===== config.mk =====
export PLATFORM = sky130hd
export DESIGN_NAME = down_counter
export DESIGN_NICKNAME = d
export VERILOG_FILES = /design/src/rtl/down_counter.sv
export SDC_FILE = /design/constraint.sdc
export NUM_CORES = 1
export LEC_CHECK = 0
export ABC_AREA = 1
export BUFFER_PORTS_ARGS = -buffer_cell sky130_fd_sc_hd__clkbuf_2
export CELL_PAD_IN_SITES_DETAIL_PLACEMENT = 2
export CELL_PAD_IN_SITES_GLOBAL_PLACEMENT = 2
export CORE_MARGIN = 1
export CORE_UTILIZATION = 31
export DETAILED_ROUTE_END_ITERATION = 10
export GPL_TIMING_DRIVEN = 1
export PLACE_DENSITY = 0.82
export SKIP_CTS_REPAIR_TIMING = 1
export SYNTH_ARGS = -nofsm -noshare
export SYNTH_HDL_FRONTEND = slang
export SYNTH_SLANG_ARGS = --single-unit
export TNS_END_PERCENT = 100

===== constraint.sdc =====
create_clock -name clk -period 4.17 [get_ports clk]
set_input_delay 0 -clock clk [delete_from_list [all_inputs] [get_ports clk]]
set_output_delay 0 -clock clk [all_outputs]
set_load 0.03 [all_outputs]

===== src/rtl/down_counter.sv =====
// Loadable down counter with one-shot / auto-reload modes and a registered terminal-count tick.
// Optional prescaler on the decrement path is compiled in with `define DOWN_COUNTER_PRESCALE_EN.
module down_counter #(
    parameter int COUNTER_BIT_NUMBER = 8,
    parameter int PRESCALE_VALUE     = 4
) (
    input  logic                          clk,
    input  logic                          reset_n,
    input  logic                          load,
    input  logic [COUNTER_BIT_NUMBER-1:0] load_value,
    input  logic                          ctrl_dec,
    input  logic                          auto_reload,
    output logic [COUNTER_BIT_NUMBER-1:0] count,
    output logic                          busy,
    output logic                          tick
);

    localparam logic [COUNTER_BIT_NUMBER-1:0] ONE = COUNTER_BIT_NUMBER'(1);

    typedef enum logic {
        IDLE = 1'b0,
        RUN  = 1'b1
    } state_t;

    state_t                        state_q, state_d;
    logic [COUNTER_BIT_NUMBER-1:0] count_q, count_d;
    logic [COUNTER_BIT_NUMBER-1:0] reload_q, reload_d;
    logic                          tick_q, tick_d;
    logic                          step_s;

`ifdef DOWN_COUNTER_PRESCALE_EN
    localparam int PW = (PRESCALE_VALUE > 1) ? $clog2(PRESCALE_VALUE) : 1;

    logic [PW-1:0] presc_q, presc_d;

    // Prescaler next state: count qualifying ctrl_dec cycles, restart on load and at each step
    always_comb begin
        presc_d = presc_q;
        step_s  = 1'b0;
        if (load) begin
            presc_d = '0;
        end else if ((state_q == RUN) && ctrl_dec) begin
            if (presc_q == PW'(PRESCALE_VALUE - 1)) begin
                step_s  = 1'b1;
                presc_d = '0;
            end else begin
                presc_d = presc_q + PW'(1);
            end
        end else begin
            presc_d = presc_q;
        end
    end

    // Prescaler register
    always_ff @(posedge clk or negedge reset_n) begin
        if (!reset_n) begin
            presc_q <= '0;
        end else begin
            presc_q <= presc_d;
        end
    end
`else
    logic unused_prescale_s;

    assign unused_prescale_s = ^PRESCALE_VALUE;
    assign step_s            = (state_q == RUN) && ctrl_dec;
`endif

    // Next-state logic: load wins over stepping; the 1->0 step either reloads or parks in IDLE
    always_comb begin
        state_d  = state_q;
        count_d  = count_q;
        reload_d = reload_q;
        tick_d   = 1'b0;
        if (load) begin
            count_d  = load_value;
            reload_d = load_value;
            state_d  = (load_value != '0) ? RUN : IDLE;
        end else begin
            case (state_q)
                IDLE: begin
                    state_d = IDLE;
                end
                RUN: begin
                    if (step_s) begin
                        if (count_q == ONE) begin
                            tick_d = 1'b1;
                            if (auto_reload) begin
                                count_d = reload_q;
                            end else begin
                                count_d = '0;
                                state_d = IDLE;
                            end
                        end else if (count_q != '0) begin
                            count_d = count_q - ONE;
                        end else begin
                            count_d = count_q;
                        end
                    end else begin
                        count_d = count_q;
                    end
                end
                default: begin
                    state_d = IDLE;
                end
            endcase
        end
    end

    // State, count, reload and tick registers
    always_ff @(posedge clk or negedge reset_n) begin
        if (!reset_n) begin
            state_q  <= IDLE;
            count_q  <= '0;
            reload_q <= '0;
            tick_q   <= 1'b0;
        end else begin
            state_q  <= state_d;
            count_q  <= count_d;
            reload_q <= reload_d;
            tick_q   <= tick_d;
        end
    end

    assign count = count_q;
    assign busy  = (state_q == RUN);
    assign tick  = tick_q;

endmodule


==> flow_summary.ini <==
[status]
outcome = finished clean

[timing]
period_share_pct = 38.6
fin_crit_ps = 1610
hold_viol_final = 0
slew_headroom_pct = 67.5
skew_ps = 6.21
slew_viol_final = 0
setup_violations = 0
whs_ps = 0.901
rsz0062_at_grt = false
worst_slew_pin_slew_ps = 488
tns_ps = 0
fmaxAchievable_mhz = 621

[logic_synthesis]
yosysWarnings = 0
synthSimpleGateAreaFrac_pct = 40.2
ys_seq_area_share_pct = 40.8
synthDistinctLibCells = 25
synth_xor_area_share_pct = 0.794
synth_top_family_by_area = simple AND/OR/NAND/NOR gates
synth_adder_area_share_pct = 3.40
synth_top_area_cell = dfrtp_1
ys_seq_elements = 18
synth.top_cell.area_share_pct = 40.8
synth-compound-area-share_pct = 6.58
netlist_area_mm2 = 0.00110
syn_avg_cell_area_um2 = 6.98
synth.area.top_cells = dfrtp_1 (41%), nand2_1 (22%), nand3_1 (7.7%)
synthCells = 158
synthMuxAreaShare_pct = 0
mappedNetlistNets = 174

[routing]
drt_iter0_markers = 14
wire_per_inst_um = 15.0
first_pass_iters = 4
remaining_drc_errors = 0
routed_wl_um = 3490
drtAntennaViolNets = 0
avgViaCountPerCell = 4.80
num_vias = 1118

[power_and_ir_drop]
vdd_drop_max_mv = 0.187
clkPwrFrac_pct = 16.8
p_sw_share_pct = 42.5
powerDensity_mw_per_mm2 = 375
p_sw_mw = 0.214
finalPower_mw = 0.504
p_int_mw = 0.290
leakage_nw = 0.747
seqPwrFrac_pct = 44.1
combPwrFrac_pct = 39.1

[die]
num_rows = 21
core-area_mm2 = 0.00336
die_w_um = 61.7
fp.dieArea_mm2 = 0.00380
die_h_um = 61.7
start_util_pct = 32.8
ios = 23

[layout]
syn_to_final_growth_pct = 21.8
finalNetCount = 205
drive_above_1_share_pct = 21.4
antenna-diode-count = 0
stdcell_area_mm2 = 0.00134

[global_route]
antenna_found_initial = 0
grt_pass1_vias = 1156
grt_overflow = 0
grt_use_total_pct = 20.3
grt_pass1_wl_um = 5440
grt_max_degree = 19

[critical_path]
critPathKind = flip-flop to flip-flop
critPathRequiredTime_ps = 4340
critPathMaxFanout = 4
start_kind = flip-flop
cp_data_arrival_time_ps = 1780
slowest_delay_ps = 420
critPathMostFrequentCell = nand3_1
crit_path_end_kind = flip-flop
critical_path.top_delay_family = simple AND/OR/NAND/NOR gates
slowest_stage = dfrtp_1
path_cells = inv_1, ha_1, nand2_1, nor2_2, o21ai_0, nand3_1, nand3_1
cp.buffers_inverters = 1

[placement]
port-buffer-count = 22
placed_area_mm2 = 0.00126
routabilityCongestion = 0.782
dp_hpwl_um = 2780

[clock_network]
insertion_delay_ps = 290
cts-root-buf = clkbuf_4
clockBufferDepth = 2
clock-sinks = 18
h-tree-depth = 1
clk_pin_slew_ps = 90
cts_tree = yes
cts_made_buffers = 3

[hold_path]
min_path_type = primary input to flip-flop

[flow_run]
cap_violations = 0
==> worst reg2reg max path: cells and delay by family, from the launching register on <==
| kind | cells | cell delay, ps |
|---|---|---|
| buf+inv | 1 | 130 |
| simple gates | 4 | 530 |
| fa+ha+maj | 1 | 210 |
| compound gates | 1 | 210 |
| flops | 1 | 420 |
==> power groups by stage <==
stage / combinational [mW] / clock (mW) / sequential [mW]
2_1_floorplan: 0.105 / 0 / 0.249
3_3_place_gp: 0.186 / 0 / 0.223
3_5_place_dp: 0.194 / 0 / 0.226
4_1_cts: 0.196 / 0.0906 / 0.223
5_1_grt: 0.223 / 0.0993 / 0.225
6_report: 0.197 / 0.0846 / 0.223
==> cell usage in the layout (no fill, tap or decap), types with 2 or more instances in the layout <==
master / Yosys / routed
inv_2: 3 / 3
inv_1: 16 / 16
nand2_1: 64 / 64
clkbuf_2: 1 / 22
clkbuf_4: 0 / 3
nand3_1: 17 / 17
ha_1: 3 / 3
o21ai_0: 6 / 6
dlygate4sd3_1: 0 / 6
dfrtp_1: 18 / 18
a21oi_1: 2 / 2
nor2_1: 10 / 10
nor2_2: 4 / 4
==> layer usage <==
layer,part of all wire [%],GRT usage (%)
met1,46,26.0
met2,52,36.6
met3,1.4,2.10
met4,0.37,4.76
met5,0,0
==> cell usage after synthesis <==
| master | count |
|---|---|
| a211oi_2 | 1 |
| a21oi_1 | 2 |
| a31oi_1 | 1 |
| buf_2 | 1 |
| clkbuf_2 | 1 |
| clkinv_4 | 1 |
| dfrtp_1 | 18 |
| ha_1 | 3 |
| inv_1 | 16 |
| inv_2 | 3 |
| nand2_1 | 64 |
| nand2_2 | 1 |
| nand2_4 | 1 |
| nand3_1 | 17 |
| nand3_2 | 1 |
| nand4_1 | 1 |
| nor2_1 | 10 |
| nor2_2 | 4 |
| nor2_4 | 1 |
| nor3_1 | 1 |
| o21ai_0 | 6 |
| o21ai_1 | 1 |
| o21ai_2 | 1 |
| or2_2 | 1 |
| xor2_1 | 1 |
==> cells by family after synthesis <==
family / Yosys count
AND/OR/NAND/NOR: 102
AO/OA/AOI/OAI: 12
flip-flops: 18
adder cells (fa/ha/maj): 3
buffers and inverters: 22
XOR/XNOR: 1
==> final cells by class <==
class	instances	area (um2)
Fill cell	452	2020
Multi-Input combinational cell	118	563
Sequential cell	18	450
Timing Repair Buffer	28	170
Inverter	20	80.1
Tap cell	46	57.6
Clock buffer	3	22.5
==> stage by stage <==
step	worst slack (ps)	utilization, %	cells
floorplan	2570	-	158
global placement	2670	37.5	224
detailed placement	2600	37.5	224
CTS	2580	38.2	227
global route	2430	40.0	233
finish	2560	40.0	233
==> flip-flops by register name, indices dropped and copies added, names as in the netlist <==
register  count
tick          1
reload_q      8
busy          1
count         8
==> worst paths after layout <==
| path | from | endpoint | slack, ps | depth (start not counted) |
|---|---|---|---|---|
| max | count[1] | count[0] | 2560 | 7 |
| max in group asynchronous | reset_n | count[5] | 3640 | 2 |
| min reg2reg | reload_q[4] | reload_q[4] | 480 | 2 |
| min | load_value[1] | count[1] | 0.9 | 3 |
| min in group asynchronous | reset_n | count[7] | 200 | 2 |
| max reg2reg | count[1] | count[0] | 2560 | 7 |
No activity file was read; power rests on OpenSTA's default activity.
